**src/rtl/video_timing_gen.sv**
```systemverilog
// Raster timing generator: HS/VS/DE, pixel X, source line Y_SRC, line-buffer
// read address and line/frame strobes from one pixel clock, with horizontal
// pixel replication, vertical line repetition and frame-lock to an external
// SYNC pulse.
// Optional feature macro: VTG_TEST_PATTERN_EN (adds PATTERN input and R/G/B
// colour-bar outputs aligned with DE).
module video_timing_gen #(
  parameter int unsigned H_ACTIVE    = 800,
  parameter int unsigned H_FP        = 40,
  parameter int unsigned H_SYNC      = 128,
  parameter int unsigned H_BP        = 88,
  parameter int unsigned V_ACTIVE    = 600,
  parameter int unsigned V_FP        = 1,
  parameter int unsigned V_SYNC      = 4,
  parameter int unsigned V_BP        = 23,
  parameter int unsigned HS_POL      = 1,
  parameter int unsigned VS_POL      = 1,
  parameter int unsigned H_DIV_LOG2  = 0,
  parameter int unsigned LINE_REPEAT = 1,
  parameter int unsigned LOCK_LINE   = 0,
  parameter int unsigned ADDR_W      = 14,
  parameter int unsigned CW          = 12
) (
  input  logic              CLK,
  input  logic              RESET,
  input  logic              ENABLE,
  input  logic              SYNC,
  input  logic              SYNC_EN,
`ifdef VTG_TEST_PATTERN_EN
  input  logic              PATTERN,
  output logic [7:0]        R,
  output logic [7:0]        G,
  output logic [7:0]        B,
`endif
  output logic              HS,
  output logic              VS,
  output logic              DE,
  output logic [CW-1:0]     X,
  output logic [CW-1:0]     Y_SRC,
  output logic [ADDR_W-1:0] BRAM_ADDR,
  output logic              LINE_START,
  output logic              FRAME_START,
  output logic              LOCKED
);

  localparam int unsigned H_TOTAL = H_ACTIVE + H_FP + H_SYNC + H_BP;
  localparam int unsigned V_TOTAL = V_ACTIVE + V_FP + V_SYNC + V_BP;

  localparam logic [CW-1:0] H_LAST   = CW'(H_TOTAL - 1);
  localparam logic [CW-1:0] V_LAST   = CW'(V_TOTAL - 1);
  localparam logic [CW-1:0] H_ACT    = CW'(H_ACTIVE);
  localparam logic [CW-1:0] V_ACT    = CW'(V_ACTIVE);
  localparam logic [CW-1:0] HS_START = CW'(H_ACTIVE + H_FP);
  localparam logic [CW-1:0] HS_END   = CW'(H_ACTIVE + H_FP + H_SYNC);
  localparam logic [CW-1:0] VS_START = CW'(V_ACTIVE + V_FP);
  localparam logic [CW-1:0] VS_END   = CW'(V_ACTIVE + V_FP + V_SYNC);
  localparam logic [CW-1:0] REP_LAST = CW'(LINE_REPEAT - 1);
  localparam logic [CW-1:0] LOCK_V   = CW'(LOCK_LINE);
  localparam logic          HS_ON    = 1'(HS_POL);
  localparam logic          VS_ON    = 1'(VS_POL);

  logic [CW-1:0] h_cnt;
  logic [CW-1:0] v_cnt;
  logic [CW-1:0] rep_cnt;
  logic [CW-1:0] ysrc_cnt;
  logic          sync_q;
  logic          lock_pend;

  logic h_wrap;
  logic v_wrap;
  logic sync_rise;
  logic lock_now;
  logic line_active;
  logic hs_act;
  logic vs_act;
  logic de_c;

  // Counter decode: wraps, lock condition and sync/active windows
  always_comb begin
    h_wrap      = (h_cnt == H_LAST);
    v_wrap      = (v_cnt == V_LAST);
    sync_rise   = SYNC & ~sync_q & SYNC_EN;
    // An edge landing on the wrap clock is applied at that same wrap
    lock_now    = h_wrap & ENABLE & SYNC_EN & (lock_pend | sync_rise);
    line_active = (v_cnt < V_ACT);
    hs_act      = (h_cnt >= HS_START) && (h_cnt < HS_END);
    vs_act      = (v_cnt >= VS_START) && (v_cnt < VS_END);
    de_c        = (h_cnt < H_ACT) && line_active;
  end

  // Raster counters; a lock reloads v_cnt but never touches h_cnt
  always_ff @(posedge CLK) begin
    if (!RESET) begin
      h_cnt    <= '0;
      v_cnt    <= '0;
      rep_cnt  <= '0;
      ysrc_cnt <= '0;
    end else if (ENABLE) begin
      if (h_wrap) begin
        h_cnt <= '0;
        if (lock_now) begin
          v_cnt    <= LOCK_V;
          rep_cnt  <= '0;
          ysrc_cnt <= '0;
        end else if (v_wrap) begin
          v_cnt    <= '0;
          rep_cnt  <= '0;
          ysrc_cnt <= '0;
        end else begin
          v_cnt <= v_cnt + CW'(1);
          if (line_active) begin
            if (rep_cnt == REP_LAST) begin
              rep_cnt  <= '0;
              ysrc_cnt <= ysrc_cnt + CW'(1);
            end else begin
              rep_cnt <= rep_cnt + CW'(1);
            end
          end
        end
      end else begin
        h_cnt <= h_cnt + CW'(1);
      end
    end
  end

  // SYNC edge detection, pending-lock flag and sticky LOCKED
  always_ff @(posedge CLK) begin
    if (!RESET) begin
      sync_q    <= 1'b0;
      lock_pend <= 1'b0;
      LOCKED    <= 1'b0;
    end else begin
      sync_q <= SYNC;
      if (!SYNC_EN || lock_now) begin
        lock_pend <= 1'b0;
      end else if (sync_rise) begin
        lock_pend <= 1'b1;
      end
      if (lock_now) begin
        LOCKED <= 1'b1;
      end
    end
  end

  // Registered video outputs; strobes and DE drop while disabled
  always_ff @(posedge CLK) begin
    if (!RESET) begin
      HS          <= ~HS_ON;
      VS          <= ~VS_ON;
      DE          <= 1'b0;
      X           <= '0;
      Y_SRC       <= '0;
      LINE_START  <= 1'b0;
      FRAME_START <= 1'b0;
    end else if (ENABLE) begin
      HS          <= hs_act ? HS_ON : ~HS_ON;
      VS          <= vs_act ? VS_ON : ~VS_ON;
      DE          <= de_c;
      X           <= h_cnt;
      Y_SRC       <= ysrc_cnt;
      LINE_START  <= (h_cnt == '0) && line_active;
      FRAME_START <= (h_cnt == '0) && (v_cnt == '0);
    end else begin
      DE          <= 1'b0;
      LINE_START  <= 1'b0;
      FRAME_START <= 1'b0;
    end
  end

  // Unregistered read address so synchronous BRAM data lands with DE
  always_comb begin
    BRAM_ADDR = '0;
    if (h_cnt < H_ACT) begin
      BRAM_ADDR = ADDR_W'(h_cnt >> H_DIV_LOG2);
    end
  end

`ifdef VTG_TEST_PATTERN_EN
  logic [2:0] bar_idx;

  // Eight vertical colour bars across the active width
  always_comb begin
    bar_idx = 3'((32'(h_cnt) * 32'd8) / H_ACTIVE);
  end

  // Pattern pixels, registered alongside DE
  always_ff @(posedge CLK) begin
    if (!RESET || !ENABLE || !de_c || !PATTERN) begin
      R <= 8'h00;
      G <= 8'h00;
      B <= 8'h00;
    end else begin
      R <= {8{bar_idx[2]}};
      G <= {8{bar_idx[1]}};
      B <= {8{bar_idx[0]}};
    end
  end
`endif

endmodule

```
**config.mk**
```make
export PLATFORM = sky130hd
export DESIGN_NAME = video_timing_gen
export DESIGN_NICKNAME = d
export VERILOG_FILES = /design/src/rtl/video_timing_gen.sv
export SDC_FILE = /design/constraint.sdc
export NUM_CORES = 1
export LEC_CHECK = 0
export BUFFER_PORTS_ARGS = -buffer_cell sky130_fd_sc_hd__buf_2
export CAP_MARGIN = 30
export CORE_MARGIN = 5
export CORE_UTILIZATION = 60
export CTS_CLUSTER_DIAMETER = 30
export DETAILED_ROUTE_END_ITERATION = 7
export PLACE_DENSITY = 0.82
export SYNTH_ARGS = -nofsm -noshare
export SYNTH_HDL_FRONTEND = slang
export SYNTH_SLANG_ARGS = --single-unit
export TNS_END_PERCENT = 100
```
**constraint.sdc**
```tcl
create_clock -name CLK -period 5.1 [get_ports CLK]
set_clock_uncertainty 0.1 [all_clocks]
set_input_delay 1.53 -clock CLK [delete_from_list [all_inputs] [get_ports CLK]]
set_output_delay 1.53 -clock CLK [all_outputs]
set_load 0.02 [all_outputs]
```
=== Yosys cells after proc, flatten, opt, wreduce, memory -nomap -nowiden ===
Cells that the tools add are included.

* Word-level logic and storage cells: 65
* Output and inout bits: 44
* Input port bits: 5
* Bits in registers: 80

* Eq/ne operators: 2
* Reductions and logical operators: 17
* Add/subtract/negate cells: 4
* Mux-type cells: 14
* Bitwise logic cells: 8
* Order comparisons: 6

{| class="wikitable"
|+ Operators by type and width
! operator !! number
|-
| $mux 12 || 12
|-
| $add 12x1->12 const B || 4
|-
| $lt 12x10->1 const B || 4
|-
| $logic_not 12->1 || 3
|-
| $ge 12x10->1 const B || 2
|-
| $eq 12x10->1 const B || 1
|-
| $eq 12x11->1 const B || 1
|-
| $reduce_bool 3->1 || 2
|-
| $and 1x1->1 || 5
|-
| $logic_and 1x1->1 || 5
|-
| $reduce_and 2->1 || 2
|-
| $reduce_and 4->1 || 1
|-
| $reduce_and 3->1 || 1
|-
| $mux 1 || 2
|-
| $not 1->1 || 2
|-
| $reduce_or 2->1 || 1
|-
| $logic_not 1->1 || 1
|-
| $logic_or 1x1->1 || 1
|-
| $or 1x1->1 || 1
|}

=== Depth between registers and ports, before layout ===
Gate-level depths: netlist of the first run.

* Depth after elaboration: 7
* Mapped depth: 8
* Depth with buffers taken out: 7

=== Worst setup path after synthesis of the first run ===
Ideal clock, no wire load.

* Kind: input to register
* Start point: input port ENABLE
* End point: register rep_cnt[1]
* Cell stages on the path: 7
* Setup slack: 1753 ps
* Data required time: 4930 ps
* Arrival time: 3177 ps
* Setup time: 70 ps
* Buffers on the path: 2
* Cell sequence: clkbuf_1 nand3_1 or4_1 buf_2 nor4_4 nand3_1 a21oi_1

* Cells in the longest elaborated chain, start to end: 5
* Elaborated cells on any way between the ends: 6
* Those cells by class: 1 x mux; 3 x bitwise; 2 x reduce/logical

{| class="wikitable"
|+ RTL lines
! element !! RTL line !! source
|-
| start, declared || 26 || <nowiki>input logic ENABLE,</nowiki>
|-
| $and 1x1->1 (3 in series) || 84 || <nowiki>lock_now = h_wrap & ENABLE & SYNC_EN & (lock_pend | sync_rise);</nowiki>
|-
| $reduce_bool 3->1 (no line) || - ||
|-
| $reduce_and 3->1 (no line) || - ||
|-
| end signal, assigned || 116 || <nowiki>rep_cnt <= rep_cnt + CW'(1);</nowiki>
|-
| end, declared || 64 || <nowiki>logic [CW-1:0] rep_cnt;</nowiki>
|}

Several ways; a longest one is shown, not always the timed one.
A chain may end at the register's enable or synchronous reset.

=== Worst setup path after layout of the first run ===
* Start point: register h_cnt[5]
* End point: output port BRAM_ADDR[1]

* Cells in the longest elaborated chain, start to end: 2

{| class="wikitable"
|+ RTL lines
! element !! RTL line !! source
|-
| start, declared || 62 || <nowiki>logic [CW-1:0] h_cnt;</nowiki>
|-
| start signal, assigned || 121 || <nowiki>h_cnt <= h_cnt + CW'(1);</nowiki>
|-
| $lt 12x10->1 || 173 || <nowiki>if (h_cnt < H_ACT) begin</nowiki>
|-
| $mux 12 || 173 ||
|-
| end, declared || 40 || <nowiki>output logic [ADDR_W-1:0] BRAM_ADDR,</nowiki>
|}

Every way passes these cells.

==> results of run 1 <==
-- metrics by stage --
stage          worst slack (ns)   util  hold slack (ns)  total power, W  std cells
2_1_floorplan              1.75      -            0.339        0.000689        456
3_5_place_dp               1.53  0.658            0.364        0.000700        557
4_1_cts                    1.32  0.690            0.386         0.00118        572
6_report                   1.32  0.690            0.383         0.00117        572
5_1_grt                    1.23  0.690            0.403         0.00121        572
3_3_place_gp               1.61  0.658            0.351        0.000700        557
-- worst paths after layout --
check,slack (ns),endpoint,start,depth (start not counted)
worst max-delay path,1.32,BRAM_ADDR[1],h_cnt[5]$_SDFFE_PN0P_,4
worst min register to register,0.38,HS$_SDFFE_PN0P_,HS$_SDFFE_PN0P_,2
worst min-delay path,0.38,HS$_SDFFE_PN0P_,HS$_SDFFE_PN0P_,2
worst max register to register,2.42,ysrc_cnt[11]$_SDFFE_PN0P_,v_cnt[7]$_SDFFE_PN0N_,5
-- state kept, by name, indices dropped and copies added, names as in the netlist, 12 cells and up --
name and count:
Y_SRC 12, ysrc_cnt 12, h_cnt 12, rep_cnt 12
X 12, v_cnt 12
-- logic make-up (layout without fill, tap and decap cells) --
logic type               Yosys count  in the layout  synth area share
AND/OR/NAND/NOR                  212            212             0.300
flip-flops                        80             80             0.405
XOR/XNOR                          20             20            0.0442
other                              1              4          0.000947
buffers and inverters             33             72            0.0363
adder cells (fa/ha/maj)            9              9            0.0284
multiplexers                      27             27            0.0686
AO/OA/AOI/OAI                     71             71             0.117
-- synth_stat cells (2+ instances only) --
master and n:
mux2i_1 26, a21oi_1 14, o31ai_1 9, nor3_1 9, nand2_1 31, buf_2 4, nor4b_1 2, nand2b_1 7
nand4_1 11, nand3_1 30, o21a_1 2, clkbuf_1 13, nor2_1 35, dfxtp_1 80, o21ai_0 21, buf_1 2
and2_1 16, buf_4 4, inv_1 10, xor2_1 10, nand4b_1 4, nor2b_1 25, o31ai_2 2, and3_1 10
nor4_4 2, ha_1 9, or4_1 4, a31oi_1 3, or3_1 13, xnor2_1 10, a211oi_1 8, o211ai_1 2
nor4_1 6, a21boi_0 3
-- power by group --
part	leakage, nW	switching, W	internal [W]	total [W]
clock network	0.108	0.000220	0.000262	0.000482
logic	0.979	0.0000378	0.0000190	0.0000567
registers	0.646	0.00000247	0.000628	0.000631
-- routing by layer --
metal / global-route usage / wire (um) / vias up / share of wire
li1: - / - / 1677 / -
met1: 0.292 / 4080 / 1625 / 0.45
met2: 0.343 / 4260 / 102 / 0.47
met3: 0.0421 / 532 / 11 / 0.059
met4: 0.0782 / 125 / 0 / 0.014
met5: 0 / 0 / - / 0
-- area by class of cell --
class                           instances  area [um^2]  share of cell area
Multi-Input combinational cell        343         2220               0.505
Clock inverter                          3         40.0             0.00908
Sequential cell                        80         1600               0.363
Inverter                               10         37.5             0.00852
Clock buffer                           12          165              0.0375
Timing Repair Buffer                   47          243              0.0551
Tap cell                               77         96.3              0.0219
-- worst min-delay path, delay by kind of cell (launching register included) --
kind | cells | cell delay [ns]
and+or+nand+nor | 1 | 0.06
AOI/OAI and AO/OA | 1 | 0.07
DFF | 1 | 0.31
==> impl_metrics.py, run 1 <==
metrics = {
    "critical_path": {
        "worstSetupStartpointType": "flip-flop",
        "crit_fanout": 10,
        "slowest_stage": "a21boi_1",
        "cp_num_buf_inv": 1,
        "critical_path.top_delay_family": "simple AND/OR/NAND/NOR gates",
        "cp_data_arrival_time_ns": 2.15,
        "critical_path_class": "reg2out",
        "worstPathRequired_ns": 3.47,
        "critical_path_max_stage_delay_ns": 0.58,
        "timing.critical_path.to_type": "output pin",
        "worstPathCellList": "or3_4 -> a21boi_1 -> and2_1 -> buf_2",
    },
    "cts": {
        "cts.sink_count": 80,
        "cts_root_buffer": "clkbuf_8",
        "worst_skew_pair.late_latency_ns": 0.35,
        "tritoncts_buffers": 9,
        "post-cts-setup-buffers": 0,
        "clkSlewWorstSetupHoldPaths_ns": 0.08,
        "cts_buffer_depth": 2,
        "htree_num_levels": 3,
        "cts_resized": 0,
        "tritoncts": "done",
        "cts_hold_buffers": 0,
    },
    "synth": {
        "yosys_register_bits": 80,
        "netlist-cell-type-count": 50,
        "synth_largest_type_area_fraction": 0.405,
        "ys.flop_type": "dfxtp_1",
        "synth_largest_area_cell": "dfxtp_1",
        "avgSynthCellArea_um2": 8.74,
        "synth-async-reset-ratio": 0,
        "synth_seq_area_share": 0.405,
        "cells_after_synthesis": 453,
        "synth_warnings": 0,
        "post_synth_edffs": 0,
        "mappedNetlistArea_mm2": 0.00396,
        "ys_top_cells_by_area": "dfxtp_1 (40%), mux2i_1 (6.6%), nor2b_1 (4.0%)",
    },
    "global_routing": {
        "grt_first_pass_wirelength_um": 15100,
        "antenna_found_initial": 0,
        "total_global_route_track_usage": 0.216,
        "grt_pass1_vias": 3171,
        "maximum_number_of_pins_on_one_net_before_global_route_repair": 37,
        "globalRouteOverflowTotal": 0,
    },
    "detailed_routing": {
        "drt-vias-per-instance": 5.97,
        "route.final.wire_length_um": 9000,
        "first_iter_violations": 169,
        "route.antenna.remaining_nets": 0,
        "route.detailed.wl_per_inst_um": 15.7,
        "route.vias.total": 3415,
        "drc_errors": 0,
        "drtPass1Iterations": 4,
    },
    "power": {
        "leakagePower_nw": 1.73,
        "worst_ir_drop_vdd_v": 0.000204,
        "p_per_area_mw_per_mm2": 265,
    },
    "cells_and_area": {
        "layout-drive-gt1-share": 0.147,
        "antennaDiodeCount": 0,
        "filler_cell_count": 489,
        "finalInstanceArea_mm2": 0.00441,
        "area_growth_pct": 11.3,
        "layout_commonest_cell": "dfxtp_1",
        "final_cell_mix": "dfxtp_1 (80), buf_2 (44), nor2_1 (35), nand2_1 (31), nand3_1 (30)",
        "nNetsFinal": 505,
    },
    "timing": {
        "finalHoldViolations": 0,
        "finalSetupViolCount": 0,
        "fmax_mhz": 265,
        "tns_ns": 0,
        "layout_min_cycle_time_ns": 3.78,
        "worst-slew-pin-transition_ns": 0.995,
        "slew_hr": 0.333,
        "timing_max_transition_violations_final": 0,
        "post-route-period-util": 0.741,
        "rsz_0062_raised_after_global_routing": "false",
    },
    "status": {
        "status": "finished, final reports clean",
    },
    "die": {
        "core_area_mm2": 0.00639,
        "ios": 49,
        "dieWidth_um": 91.2,
        "starting_density_of_the_core": 0.620,
        "row_count": 29,
        "height_of_the_die_um": 91.2,
        "design.die.area_mm2": 0.00832,
    },
    "placement": {
        "buffer_ports.inserted": 44,
        "placed_cell_area_mm2": 0.00420,
        "hpwl_um": 6170,
        "gpl.final_weighted_congestion": 0.888,
    },
    "min_path": {
        "hold_class": "reg2reg",
    },
    "job": {
        "maxCapViolations": 0,
    },
}
Power figures use the tool's default switching activity.
==> inputs of run 2 (changes only) <==
--- a/config.mk
+++ b/config.mk
@@ -8,10 +8,10 @@
 export BUFFER_PORTS_ARGS = -buffer_cell sky130_fd_sc_hd__buf_2
 export CAP_MARGIN = 30
 export CORE_MARGIN = 5
-export CORE_UTILIZATION = 60
+export CORE_UTILIZATION = 52
 export CTS_CLUSTER_DIAMETER = 30
 export DETAILED_ROUTE_END_ITERATION = 7
-export PLACE_DENSITY = 0.82
+export PLACE_DENSITY = 0.76
 export SYNTH_ARGS = -nofsm -noshare
 export SYNTH_HDL_FRONTEND = slang
 export SYNTH_SLANG_ARGS = --single-unit
==> constraint.sdc (replaced) <==
create_clock -name CLK -period 3.12 [get_ports CLK]
set_clock_uncertainty 0.1 [all_clocks]
set_input_delay 0.936 -clock CLK [delete_from_list [all_inputs] [get_ports CLK]]
set_output_delay 0.936 -clock CLK [all_outputs]
set_load 0.02 [all_outputs]
==> run 2 against run 1 <==
  * Wire length down 3.3%
  * Die area grew 14%
  * Critical path depth grew 1
  * First-iteration DRC count is 16% higher
==> impl_metrics.py, run 2 (synthesis gave the netlist of run 1 again) <==
metrics = {
    "status": {
        "status": "finished, final reports clean",
    },
    "detailed_routing": {
        "route.antenna.remaining_nets": 0,
        "route.final.wire_length_um": 8710,
        "drc_errors": 0,
        "route.vias.total": 3397,
        "drt-vias-per-instance": 5.63,
        "route.detailed.wl_per_inst_um": 14.4,
        "drtPass1Iterations": 5,
        "first_iter_violations": 196,
    },
    "cts": {
        "cts_hold_buffers": 0,
        "cts_root_buffer": "clkbuf_8",
        "post-cts-setup-buffers": 0,
        "cts_resized": 0,
        "tritoncts_buffers": 9,
        "htree_num_levels": 3,
        "cts.sink_count": 80,
        "worst_skew_pair.late_latency_ns": 0.35,
        "tritoncts": "done",
        "clkSlewWorstSetupHoldPaths_ns": 0.08,
        "cts_buffer_depth": 2,
    },
    "timing": {
        "worst-slew-pin-transition_ns": 0.670,
        "finalHoldViolations": 0,
        "fmax_mhz": 339,
        "finalSetupViolCount": 0,
        "rsz_0062_raised_after_global_routing": "false",
        "slew_hr": 0.552,
        "tns_ns": 0,
        "timing_max_transition_violations_final": 0,
        "layout_min_cycle_time_ns": 2.95,
        "post-route-period-util": 0.944,
    },
    "global_routing": {
        "antenna_found_initial": 0,
        "maximum_number_of_pins_on_one_net_before_global_route_repair": 37,
        "globalRouteOverflowTotal": 0,
        "grt_first_pass_wirelength_um": 14700,
        "grt_pass1_vias": 3133,
        "total_global_route_track_usage": 0.186,
    },
    "placement": {
        "hpwl_um": 6300,
        "number_of_instances_in_the_placed_design": 587,
        "gpl.final_weighted_congestion": 0.864,
        "buffer_ports.inserted": 44,
    },
    "power": {
        "p_int_w": 0.00153,
        "total_switching_power_w": 0.000435,
        "comb_power_share": 0.048,
        "share_of_total_power_in_sequential_cells": 0.524,
        "power.clock.fraction": 0.428,
        "netSwitchingFraction": 0.221,
        "p_per_area_mw_per_mm2": 435,
        "leakagePower_nw": 1.77,
        "worst_ir_drop_vdd_v": 0.000325,
    },
    "critical_path": {
        "critical_path_class": "reg2out",
        "slowest_stage": "or3_4",
        "regToRegStartpoint": "h_cnt[6]$_SDFFE_PN0P_",
        "worstPathRequired_ns": 2.08,
        "cp_num_buf_inv": 2,
        "worstPathCellList": "or3_4 -> a21boi_2 -> buf_4 -> and2_1 -> buf_2",
        "critical_path_max_stage_delay_ns": 0.44,
        "worstSetupStartpointType": "flip-flop",
        "cp_data_arrival_time_ns": 1.91,
        "critical_path.top_delay_family": "simple AND/OR/NAND/NOR gates",
        "crit_fanout": 7,
        "worst_setup_path_startpoint": "h_cnt[6]$_SDFFE_PN0P_",
        "timing.critical_path.to_type": "output pin",
    },
    "cells_and_area": {
        "layoutNonFillerInstCount": 603,
        "layout_commonest_cell": "dfxtp_1",
        "area_growth_pct": 14.1,
        "layout-drive-gt1-share": 0.163,
        "antennaDiodeCount": 0,
        "final_cell_mix": "dfxtp_1 (80), buf_2 (44), nor2_1 (35), nand2_1 (31), nand3_1 (30)",
        "nNetsFinal": 513,
    },
    "die": {
        "ios": 49,
        "starting_density_of_the_core": 0.540,
        "dieWidth_um": 97.3,
        "row_count": 31,
        "core_area_mm2": 0.00733,
        "height_of_the_die_um": 97.3,
        "design.die.area_mm2": 0.00946,
    },
    "min_path": {
        "hold_start": "VS$_SDFFE_PN0P_",
        "hold_class": "reg2reg",
    },
    "job": {
        "maxCapViolations": 0,
    },
}
[run 2: power by group through the flow]
stage	Clock, W	Sequential [W]	Combinational [W]
finish	0.000841	0.00103	0.0000939
CTS	0.000855	0.00103	0.0000938
detailed placement	0	0.00105	0.0000931
global route	0.000900	0.00103	0.000102
global placement	0	0.00105	0.0000917
floorplan	0	0.00106	0.0000678
[run 2: metal layers]
layer	vias to the layer above	GRT usage	share of wire
met5	-	0	0
met4	0	0.0809	0.019
met3	17	0.0323	0.050
met2	87	0.296	0.46
met1	1594	0.247	0.47
li1	1699	-	-
[run 2: metrics by stage]
step | setup WS (ns) | util | power, W | instance area, um^2 | hold WS (ns)
finish | 0.174 | 0.616 | 0.00196 | 4520 | 0.370
global route | 0.0885 | 0.616 | 0.00203 | 4520 | 0.391
floorplan | 0.367 | - | 0.00113 | 3970 | 0.339
detailed placement | 0.262 | 0.585 | 0.00115 | 4290 | 0.369
global placement | 0.339 | 0.585 | 0.00115 | 4290 | 0.352
CTS | 0.0497 | 0.615 | 0.00198 | 4510 | 0.376
[run 2: layout make-up]
class | instances | area (um^2)
sequential | 80 | 1600
multi-input combinational | 343 | 2230
tap | 99 | 124
inverter | 10 | 37.5
clock inverter | 5 | 80.1
fill | 625 | 2820
timing repair buffer | 55 | 303
clock buffer | 11 | 141
[run 2: final timing paths]
kind | endpoint | slack, ns | cells past startpoint
max | BRAM_ADDR[6] | 0.17 | 5
min | VS$_SDFFE_PN0P_ | 0.37 | 2
max reg2reg | ysrc_cnt[10]$_SDFFE_PN0P_ | 0.58 | 6
min reg2reg | VS$_SDFFE_PN0P_ | 0.37 | 2
[run 2: worst min-delay path, cell delays in order (launching register included)]
cell and delay (ns):
dfxtp_1 0.32, nand2_1 0.05, o21ai_0 0.06
==> inputs of run 3 (changes only) <==
--- a/config.mk
+++ b/config.mk
@@ -5,10 +5,11 @@
 export SDC_FILE = /design/constraint.sdc
 export NUM_CORES = 1
 export LEC_CHECK = 0
+export ABC_AREA = 1
 export BUFFER_PORTS_ARGS = -buffer_cell sky130_fd_sc_hd__buf_2
 export CAP_MARGIN = 30
 export CORE_MARGIN = 5
-export CORE_UTILIZATION = 52
+export CORE_UTILIZATION = 53
 export CTS_CLUSTER_DIAMETER = 30
 export DETAILED_ROUTE_END_ITERATION = 7
 export PLACE_DENSITY = 0.76
==> run 3 against run 2 <==
  * Synthesized area up 6.6%
  * Worst hold slack worse by 0.0071 ns
  * Combinational power up 31%
  * Global-route usage up 1.8 points
  * Core utilization down 1.2 points
  * Die area up 4.1%
  * Via count up 18%
  * Non-clock buffer count down 6
  * Sequential share of layout area down 1.2 points
  * Worst setup slack better by 0.16 ns
  * Clock power down 7.3%
  * Largest cell class unchanged
==> impl_metrics.py, run 3 <==
metrics = {
    "status": {
        "status": "finished, final reports clean",
    },
    "die": {
        "starting_density_of_the_core": 0.546,
        "core_area_mm2": 0.00773,
        "ios": 49,
        "dieWidth_um": 99.2,
        "design.die.area_mm2": 0.00985,
        "height_of_the_die_um": 99.2,
        "row_count": 32,
    },
    "detailed_routing": {
        "drtPass1Iterations": 5,
        "drt-vias-per-instance": 5.18,
        "route.antenna.remaining_nets": 0,
        "drc_errors": 0,
        "route.vias.total": 4010,
        "first_iter_violations": 293,
        "route.final.wire_length_um": 9890,
        "route.detailed.wl_per_inst_um": 12.8,
    },
    "global_routing": {
        "grt_first_pass_wirelength_um": 16800,
        "globalRouteOverflowTotal": 0,
        "antenna_found_initial": 0,
        "total_global_route_track_usage": 0.204,
        "grt_pass1_vias": 3602,
        "maximum_number_of_pins_on_one_net_before_global_route_repair": 50,
    },
    "critical_path": {
        "worstSetupPathDepth": 6,
        "ff2ff_path_depth": 11,
        "worstPathCellList": "nor2_1 -> nand2_1 -> nor2_1 -> a21oi_2 -> nor2_1 -> buf_2",
        "cp_num_buf_inv": 1,
        "worstSetupStartpointType": "flip-flop",
        "timing.critical_path.to_type": "output pin",
        "most_numerous_cell_on_the_critical_path": "nor2_1",
        "slowest_stage": "dfxtp_1",
        "worstPathRequired_ns": 2.08,
        "critical_path_class": "reg2out",
        "crit_fanout": 11,
        "critical_path.top_delay_family": "flip-flops",
        "cp_data_arrival_time_ns": 1.75,
        "critical_path_max_stage_delay_ns": 0.45,
    },
    "synth": {
        "synth_seq_area_share": 0.379,
        "synth-async-reset-ratio": 0,
        "mappedNetlistArea_mm2": 0.00422,
        "avgSynthCellArea_um2": 6.68,
        "synth_largest_area_cell": "dfxtp_1",
        "synth.top_cells.by_count": "nand2_1 (122), nor2_1 (104), dfxtp_1 (80), inv_1 (79), nand3_1 (54)",
        "synth-compound-area-share": 0.107,
        "largest_family_of_logic_cells_by_synthesized_area": "simple AND/OR/NAND/NOR gates",
        "netlist-cell-type-count": 36,
        "ys_top_cells_by_area": "dfxtp_1 (38%), nand2_1 (11%), nor2_1 (9.2%)",
        "yosys_register_bits": 80,
        "synth_largest_type_area_fraction": 0.379,
        "synth_adder_area_share": 0.0267,
        "synth_warnings": 0,
        "post_synth_edffs": 0,
        "ys.flop_type": "dfxtp_1",
        "synth_simple_gate_area_share": 0.348,
        "synth.mux.area_fraction": 0,
        "post_synth_xor_area_fraction": 0.0311,
        "cells_after_synthesis": 632,
        "synth_most_common_cell": "nand2_1",
    },
    "cts": {
        "cts.sink_count": 80,
        "htree_num_levels": 3,
        "tritoncts": "done",
        "post-cts-setup-buffers": 0,
        "tritoncts_buffers": 9,
        "worst_skew_pair.late_latency_ns": 0.36,
        "clkSlewWorstSetupHoldPaths_ns": 0.09,
        "cts_root_buffer": "clkbuf_8",
        "cts_hold_buffers": 0,
        "cts_buffer_depth": 2,
    },
    "timing": {
        "timing_max_transition_violations_final": 0,
        "setup_slack_ns": 0.333,
        "slew_hr": 0.503,
        "layout_min_cycle_time_ns": 2.79,
        "post-route-period-util": 0.893,
        "tns_ns": 0,
        "finalSetupViolCount": 0,
        "rsz_0062_raised_after_global_routing": "false",
        "worst-slew-pin-transition_ns": 0.744,
        "fmax_mhz": 359,
        "finalHoldViolations": 0,
    },
    "cells_and_area": {
        "final_cell_mix": "nand2_1 (122), nor2_1 (104), dfxtp_1 (80), inv_1 (79), nand3_1 (54)",
        "final_core_util": 0.604,
        "area_growth_pct": 10.6,
        "layout_commonest_cell": "nand2_1",
        "layout-drive-gt1-share": 0.122,
        "nNetsFinal": 682,
        "antennaDiodeCount": 0,
    },
    "min_path": {
        "hold_class": "reg2reg",
        "min_delay_path_depth": 2,
    },
    "power": {
        "leakagePower_nw": 2.13,
        "p_per_area_mw_per_mm2": 419,
        "worst_ir_drop_vdd_v": 0.000252,
        "total_power_w": 0.00195,
    },
    "placement": {
        "buffer_ports.inserted": 44,
        "hpwl_um": 7160,
        "dpl_worst_slack_ns": 0.411,
        "gpl.final_weighted_congestion": 0.951,
    },
    "job": {
        "maxCapViolations": 0,
    },
}
-- run 3: changes by cell type after synthesis, sizes merged, moves of 16 or more --
cell	delta
nand2	+96
mux2i	-26
a21oi	+27
nand3	+25
inv	+71
and2	-16
nor2	+75
nor2b	-25
-- run 3: cells by family after synthesis --
| kind of cell | after synthesis |
|---|---|
| flip-flops | 80 |
| adder cells (fa/ha/maj) | 9 |
| AND/OR/NAND/NOR | 334 |
| AO/OA/AOI/OAI | 85 |
| other | 1 |
| XOR/XNOR | 15 |
| buffers and inverters | 108 |
-- run 3: timing repair --
item,in CTS,in global routing
gates resized for setup,0,1
hold endpoints to repair,0,0
endpoints found under the setup margin,0,10
-- run 3: metal layers --
metal,up-vias,track usage,wire length [um]
li1,2082,-,-
met1,1803,0.277,4640
met2,109,0.324,4460
met3,16,0.0547,655
met4,0,0.0504,133
met5,-,0,0
-- run 3: final timing paths --
kind / from / to / slack [ns]
setup / recovery: h_cnt[10]$_SDFFE_PN0P_ / BRAM_ADDR[5] / 0.33
hold / removal: LOCKED$_SDFFE_PN0N_ / LOCKED$_SDFFE_PN0N_ / 0.36
setup reg to reg: v_cnt[0]$_SDFFE_PN0N_ / ysrc_cnt[0]$_SDFFE_PN0P_ / 0.64
hold reg to reg: LOCKED$_SDFFE_PN0N_ / LOCKED$_SDFFE_PN0N_ / 0.36
-- run 3: report_power, final --
group          leakage [nW]  switching (W)  internal (W)
Combinational          1.39      0.0000887     0.0000347
Clock                0.0904       0.000394      0.000386
Sequential            0.650      0.0000102       0.00104
-- run 3: metrics by stage --
stage          std cells  hold WS [ns]  area (um^2)
3_3_place_gp         759         0.344         4470
3_5_place_dp         759         0.355         4470
6_report             774         0.363         4670
4_1_cts              774         0.367         4670
5_1_grt              774         0.394         4670
2_1_floorplan        635         0.348         4230
-- run 3: tightest hold or removal path, stage by stage, from the launching register on --
cell	delay, ns
dfxtp_1	0.32
inv_1	0.05
a21oi_1	0.06
-- run 3: area by class of cell --
cell class                      count  area [um^2]
Tap cell                          102          128
Clock buffer                       10          138
Inverter                           81          304
Multi-Input combinational cell    447         2180
Fill cell                         708         3060
Timing Repair Buffer               49          258
Sequential cell                    80         1600
Clock inverter                      5         57.6
